### src/rtl/hazard_unit_if.sv
// hazard_unit_if: ID-stage decode fields in, stall/flush/forward controls out.
// master = pipeline/decoder side, slave = hazard_unit.
interface hazard_unit_if;
    logic        id_valid;
    logic [4:0]  id_rs1;
    logic [4:0]  id_rs2;
    logic [4:0]  id_rd;
    logic        id_rD1_re;
    logic        id_rD2_re;
    logic        id_reg_we;
    logic        id_is_load;
    logic        ex_taken;
    logic        pc_stall;
    logic        if_id_stall;
    logic        id_ex_bubble;
    logic        if_id_flush;
    logic [1:0]  fwd_rs1_sel;
    logic [1:0]  fwd_rs2_sel;
    logic [15:0] hazard_cnt;

    modport master (
        output id_valid, id_rs1, id_rs2, id_rd, id_rD1_re, id_rD2_re,
               id_reg_we, id_is_load, ex_taken,
        input  pc_stall, if_id_stall, id_ex_bubble, if_id_flush,
               fwd_rs1_sel, fwd_rs2_sel, hazard_cnt
    );

    modport slave (
        input  id_valid, id_rs1, id_rs2, id_rd, id_rD1_re, id_rD2_re,
               id_reg_we, id_is_load, ex_taken,
        output pc_stall, if_id_stall, id_ex_bubble, if_id_flush,
               fwd_rs1_sel, fwd_rs2_sel, hazard_cnt
    );
endinterface

### src/rtl/hazard_unit.sv
// hazard_unit: RAW/load-use stall, taken-branch flush and operand forwarding for a 5-stage pipe.
// Define HAZARD_FORWARD_EN to forward from EX/MEM/WB; otherwise any in-flight writer stalls ID.
module hazard_unit (
    input  logic         cpu_clk,
    input  logic         cpu_rst_n,
    hazard_unit_if.slave hz
);
    typedef struct packed {
        logic [4:0] rd;
        logic       we;
        logic       load;
    } shadow_t;

    // Index 0 = EX, 1 = MEM, 2 = WB.
    shadow_t     sh_r [0:2];
    logic [15:0] cnt_r;

    logic [2:0]  m1_s;
    logic [2:0]  m2_s;
    logic        stall_s;
    logic        bubble_s;
    logic        pc_stall_s;
    logic        issue_s;
    logic [1:0]  fwd1_s;
    logic [1:0]  fwd2_s;

    function automatic logic stage_match(input shadow_t st, input logic [4:0] rs, input logic re);
        return st.we && (st.rd == rs) && (rs != 5'd0) && re;
    endfunction

`ifdef HAZARD_FORWARD_EN
    function automatic logic [1:0] fwd_pick(input logic [2:0] m);
        logic [1:0] sel;
        if (m[0]) begin
            sel = 2'b01;
        end else if (m[1]) begin
            sel = 2'b10;
        end else if (m[2]) begin
            sel = 2'b11;
        end else begin
            sel = 2'b00;
        end
        return sel;
    endfunction
`endif

    // Match each shadow stage against the ID operands and derive stall/forward selects.
    always_comb begin
        m1_s = 3'b000;
        m2_s = 3'b000;
        for (int s = 0; s < 3; s++) begin
            m1_s[s] = hz.id_valid && stage_match(sh_r[s], hz.id_rs1, hz.id_rD1_re);
            m2_s[s] = hz.id_valid && stage_match(sh_r[s], hz.id_rs2, hz.id_rD2_re);
        end
`ifdef HAZARD_FORWARD_EN
        stall_s = sh_r[0].load && (m1_s[0] || m2_s[0]);
        fwd1_s  = fwd_pick(m1_s);
        fwd2_s  = fwd_pick(m2_s);
`else
        stall_s = (m1_s != 3'b000) || (m2_s != 3'b000);
        fwd1_s  = 2'b00;
        fwd2_s  = 2'b00;
`endif
        bubble_s   = stall_s || hz.ex_taken;
        pc_stall_s = stall_s && !hz.ex_taken;
        issue_s    = hz.id_valid && !bubble_s;
    end

    // Drive the pipeline controls; reset forces every output low without waiting for a clock.
    always_comb begin
        hz.pc_stall     = 1'b0;
        hz.if_id_stall  = 1'b0;
        hz.id_ex_bubble = 1'b0;
        hz.if_id_flush  = 1'b0;
        hz.fwd_rs1_sel  = 2'b00;
        hz.fwd_rs2_sel  = 2'b00;
        hz.hazard_cnt   = cnt_r;
        if (!cpu_rst_n) begin
            hz.hazard_cnt = 16'h0000;
        end else begin
            hz.pc_stall     = pc_stall_s;
            hz.if_id_stall  = pc_stall_s;
            hz.id_ex_bubble = bubble_s;
            hz.if_id_flush  = hz.ex_taken;
            hz.fwd_rs1_sel  = fwd1_s;
            hz.fwd_rs2_sel  = fwd2_s;
        end
    end

    // Shadow pipeline: EX takes the issued instruction or a bubble, MEM/WB always shift.
    always_ff @(posedge cpu_clk or negedge cpu_rst_n) begin
        if (!cpu_rst_n) begin
            for (int s = 0; s < 3; s++) begin
                sh_r[s] <= '{rd: 5'd0, we: 1'b0, load: 1'b0};
            end
        end else begin
            if (issue_s) begin
                sh_r[0] <= '{rd: hz.id_rd, we: hz.id_reg_we, load: hz.id_is_load};
            end else begin
                sh_r[0] <= '{rd: 5'd0, we: 1'b0, load: 1'b0};
            end
            sh_r[1] <= sh_r[0];
            sh_r[2] <= sh_r[1];
        end
    end

    // Saturating count of cycles in which the PC was held.
    always_ff @(posedge cpu_clk or negedge cpu_rst_n) begin
        if (!cpu_rst_n) begin
            cnt_r <= 16'h0000;
        end else if (pc_stall_s && (cnt_r != 16'hFFFF)) begin
            cnt_r <= cnt_r + 16'd1;
        end else begin
            cnt_r <= cnt_r;
        end
    end
endmodule

### src/flat_wrapper.sv
// flat-port wrapper written by rule: the top's interface ports become plain ports
module hazard_unit_flat 
  (cpu_clk, cpu_rst_n, hz_id_valid, hz_id_rs1, hz_id_rs2, hz_id_rd, hz_id_rD1_re, hz_id_rD2_re, hz_id_reg_we, hz_id_is_load, hz_ex_taken, hz_pc_stall, hz_if_id_stall, hz_id_ex_bubble, hz_if_id_flush, hz_fwd_rs1_sel, hz_fwd_rs2_sel, hz_hazard_cnt);
  hazard_unit_if hz_i ();
  input  logic cpu_clk;
  input  logic cpu_rst_n;
  input wire logic [$bits(hz_i.id_valid)-1:0] hz_id_valid;
  input wire logic [$bits(hz_i.id_rs1)-1:0] hz_id_rs1;
  input wire logic [$bits(hz_i.id_rs2)-1:0] hz_id_rs2;
  input wire logic [$bits(hz_i.id_rd)-1:0] hz_id_rd;
  input wire logic [$bits(hz_i.id_rD1_re)-1:0] hz_id_rD1_re;
  input wire logic [$bits(hz_i.id_rD2_re)-1:0] hz_id_rD2_re;
  input wire logic [$bits(hz_i.id_reg_we)-1:0] hz_id_reg_we;
  input wire logic [$bits(hz_i.id_is_load)-1:0] hz_id_is_load;
  input wire logic [$bits(hz_i.ex_taken)-1:0] hz_ex_taken;
  output wire logic [$bits(hz_i.pc_stall)-1:0] hz_pc_stall;
  output wire logic [$bits(hz_i.if_id_stall)-1:0] hz_if_id_stall;
  output wire logic [$bits(hz_i.id_ex_bubble)-1:0] hz_id_ex_bubble;
  output wire logic [$bits(hz_i.if_id_flush)-1:0] hz_if_id_flush;
  output wire logic [$bits(hz_i.fwd_rs1_sel)-1:0] hz_fwd_rs1_sel;
  output wire logic [$bits(hz_i.fwd_rs2_sel)-1:0] hz_fwd_rs2_sel;
  output wire logic [$bits(hz_i.hazard_cnt)-1:0] hz_hazard_cnt;
  assign hz_i.id_valid = hz_id_valid;
  assign hz_i.id_rs1 = hz_id_rs1;
  assign hz_i.id_rs2 = hz_id_rs2;
  assign hz_i.id_rd = hz_id_rd;
  assign hz_i.id_rD1_re = hz_id_rD1_re;
  assign hz_i.id_rD2_re = hz_id_rD2_re;
  assign hz_i.id_reg_we = hz_id_reg_we;
  assign hz_i.id_is_load = hz_id_is_load;
  assign hz_i.ex_taken = hz_ex_taken;
  assign hz_pc_stall = hz_i.pc_stall;
  assign hz_if_id_stall = hz_i.if_id_stall;
  assign hz_id_ex_bubble = hz_i.id_ex_bubble;
  assign hz_if_id_flush = hz_i.if_id_flush;
  assign hz_fwd_rs1_sel = hz_i.fwd_rs1_sel;
  assign hz_fwd_rs2_sel = hz_i.fwd_rs2_sel;
  assign hz_hazard_cnt = hz_i.hazard_cnt;
  hazard_unit u_core (.cpu_clk(cpu_clk), .cpu_rst_n(cpu_rst_n), .hz(hz_i));
endmodule
### config.mk
export PLATFORM = sky130hd
export DESIGN_NAME = hazard_unit_flat
export DESIGN_NICKNAME = d
export VERILOG_FILES = /design/src/rtl/hazard_unit_if.sv /design/src/rtl/hazard_unit.sv /design/src/flat_wrapper.sv
export SDC_FILE = /design/constraint.sdc
export NUM_CORES = 1
export LEC_CHECK = 0
export CAP_MARGIN = 20
export CORE_MARGIN = 4
export CORE_UTILIZATION = 44
export DETAILED_ROUTE_END_ITERATION = 10
export GPL_TIMING_DRIVEN = 0
export HOLD_SLACK_MARGIN = 0.15
export PLACE_DENSITY_LB_ADDON = 0.2
export SLEW_MARGIN = 25
export SYNTH_ARGS = -nofsm -noshare
export SYNTH_HDL_FRONTEND = slang
export SYNTH_SLANG_ARGS = --single-unit
### constraint.sdc
create_clock -name cpu_clk -period 2.25 [get_ports cpu_clk]
set_clock_uncertainty 0.2 [all_clocks]
set_input_delay 0.45 -clock cpu_clk [delete_from_list [all_inputs] [get_ports cpu_clk]]
set_output_delay 0.45 -clock cpu_clk [all_outputs]
set_load 0.005 [all_outputs]
==> summary.md <==
| Metric | Value |
|---|---|
| Dominant cell type by area after synthesis | dfrtp_1 |
| Vias in the first global route | 1562 |
| Gr ovfl total | 0 |
| Antenna diodes | 0 |
| WP data arrival | 2060 ps |
| CTS tree | built |
| CTS Buf Count | 5 |
| Final Cycle Share | 120.3% |
| Main area contributors after synthesis | dfrtp_1 47%, xor2_1 12%, xnor2_1 9.7% |
| Launching point of the worst reg2reg path | u_core.sh_r[4] |
| Worst slew margin | 40.39% |
| Fin. max-slew vios | 0 |
| Max clock buf depth | 2 |
| CP Launch Type | flip-flop |
| Mapped Cells | 161 |
| CP Class | flip-flop to output port |
| Hold crit path type | flip-flop to flip-flop |
| Seq pwr share | 48.2% |
| GPL Wtd Cong | 0.8637 |
| Nets | 255 |
| Vias per cell | 5.085 |
| DRT iter0 DRCs | 89 |
| Area after DPL | 2317 um2 |
| Post-route cell area | 2699 um2 |
| Proportion of power drawn by the clock network | 39.3% |
| R2r endpoint | u_core.cnt_r[1] |
| First-pass GRT wire length | 7610 um |
| Most common cell in the netlist | dfrtp_1 |
| Cell internal pwr | 1.024 mW |
| Final hold vios | 0 |
| H-tree depth | 2 |
| Worst slew pin tran | 891.1 ps |
| Cell Pwr Density | 494.4 nW/um2 |
| Sequential area share after synthesis | 46.99% |
| Pwr Total | 1.334 mW |
| Leak pwr | 1.313 nW |
| Register area | 850.8 um2 |
| Multi-input gate area | 1037 um2 |
| Violated checks | setup timing |
| Post-synth top area share | 46.99% |
| Remaining routing DRC violations | 0 |
| Clk sink count | 34 |
| DRT Pass-1 Iters | 4 |
| Post-synth EDFFs | 0 |
| Comb power frac | 12.6% |
| Post-synthesis average cell area | 11.25 um2 |
| Cell count after placement | 256 |
| Hold_sp | u_core.sh_r[15] |
| GRT Overall Usage | 18.93% |
| Pin count of the biggest net entering global routing | 20 |
| Max Clk Rate | 0.3695 GHz |
| Unrepaired setup endpoints after global routing | true |
| Clock latency at the later pin of the worst-skew pair | 280 ps |
| Synth warn | 0 |
| Port Buf Inserts | 41 |
| Slowest stage cell, crit path | dfrtp_1 |
| Hold path depth | 0 |
| Status | complete, but fails checks |
| Crit end category | output port |
| Sw Share | 23.23% |
| Post-route setup slack | -456.3 ps |
| Die area | 5205 um2 |
| Core Box Area | 4000 um2 |
| Yosys reg bits | 34 |
| Root Driver | clkbuf_8 |
| DRT antenna net count | 0 |
| DR vias | 1434 |
| Final cell count without fillers | 282 |
| Synthesized cell area | 1810 um2 |
| Clock transition at the registers of the reported paths | 70 ps |
| Die height | 72.15 um |
| R2R cell count | 11 |
| Layout area overhead | 49.07% |
| Pre-CTS WS | -1273 ps |
| Clock period minus worst slack | 2706 ps |
| Io pins | 47 |
| Hold endpoint | u_core.sh_r[8] |
| Starting Density | 45.26% |
| Antenna violations before repair | 0 |
| FFs w/ async S/R, synth | 100.0% |
| CP delay by family, top | simple AND/OR/NAND/NOR gates |
| Setup-failing EPs final | 19 |
| Worst path bufs/invs | 2 |
| WL/cell | 16.45 um |
| Die width | 72.15 um |
| Leading register cell type out of synthesis | dfrtp_1 |
| Row cnt | 23 |
| Critical Path, Cell by Cell | xor2_1 > nor4_2 > nand3_1 > a31o_4 > nand2_2 > and3b_1 > buf_4 > buf_6 |
| Crit path largest cell delay | 400 ps |
| Fillers | 313 |
| Ratio of cells with drive above 1 in the final layout | 32.33% |
| Commonest cells in the netlist | 34 x dfrtp_1, 25 x xor2_1, 24 x and2_1, 20 x xnor2_1, 8 x nand3_1 |
| DP Wirelength | 3088 um |
| MaxCap Viol Count | 0 |
| Netlist cell types | 29 |
| Max VDD drop | 0.4537 mV |
| Worst-path fanout max | 3 |
| R2r setup slk | -420 ps |
| CP required | 1600 ps |
| Psw | 0.3100 mW |
| Drt total wl | 4639 um |
## placed cells by master (no fill, tap or decap), types with 2 or more instances in the layout
cell,count
o211ai_1,2
xnor2_1,16
conb_1,4
xnor2_2,4
buf_8,2
nand3_1,7
dlygate4sd3_1,2
nand4_1,4
buf_4,14
xor2_1,25
nand2_4,4
or4_1,2
clkbuf_8,8
and3_1,3
clkdlybuf4s50_1,26
buf_6,9
dfrtp_1,34
and2_1,24
buf_2,9
nand3_2,5
nor4_2,6
## what timing repair did
| action | CTS | global route |
|---|---|---|
| hold buffers | 2 | 0 |
| endpoints found under the setup margin | 39 | 25 |
| gates resized for setup | 79 | 13 |
| pin swaps | 33 | 17 |
| setup buffers | 10 | 5 |
| cloned | 1 | 0 |
| hold endpoints to repair | 34 | 0 |
## sequential cells by signal, indices dropped and copies added, names as in the netlist
signal	count
u_core.cnt_r	16
u_core.sh_r	18
## layout make-up
cell class              count  area share, %
flip-flops and latches     34          31.53
well taps                  50          2.318
repair buffers             60          21.37
inverters                   1         0.1391
plain buffers               7          2.133
multi-input cells         122          38.43
clock buffers               8          4.080
## through the flow
stage / hold WS (ps) / util, % / setup TNS [ps]
floorplan: -45.59 / - / -78.37
finish: 227.8 / 67.47 / -7087
detailed placement: 196.3 / 57.93 / -21530
global placement: 191.0 / 57.37 / -53870
global route: 229.6 / 67.47 / -8250
CTS: 214.4 / 64.53 / -4908
## logic make-up after synthesis
kind of cell,after synthesis,synth area share [%]
and+or+nand+nor,64,22.94
xor gates and xnor gates,45,21.77
DFF,34,46.99
buffers and inverters,8,3.110
AOI/OAI and AO/OA,7,3.663
adders and majority gates,1,0.6910
other,1,0.2071
muxes,1,0.6219
## worst max path at each step
stage | from | end | slack [ps] | cells past startpoint
after floorplan | hz_id_rs1[1] | hz_pc_stall | -80 | 6
after global placement | cpu_rst_n | hz_hazard_cnt[8] | -1590 | 4
after detailed placement | hz_id_rs1[3] | hz_pc_stall | -1270 | 9
after CTS | u_core.sh_r[16] | hz_pc_stall | -390 | 8
after global routing | u_core.sh_r[20] | hz_pc_stall | -530 | 8
final | u_core.sh_r[4] | hz_pc_stall | -460 | 8
## layer usage
metal  GRT usage [%]  vias to the layer above  wire length [um]
met3           5.956                       10               280
met5               0                        -                 0
li1                -                      680                 -
met4           7.098                        0               106
met2           30.64                       48              2302
met1           23.67                      696              1950
## power by group through the flow
| stage | clock network [mW] | registers, mW | logic [mW] |
|---|---|---|---|
| finish | 0.524 | 0.643 | 0.168 |
| floorplan | 0 | 0.652 | 0.0605 |
| global route | 0.567 | 0.644 | 0.183 |
| CTS | 0.533 | 0.642 | 0.164 |
| global placement | 0 | 0.655 | 0.139 |
| detailed placement | 0 | 0.656 | 0.149 |
No activity file was read; power rests on OpenSTA's default activity.
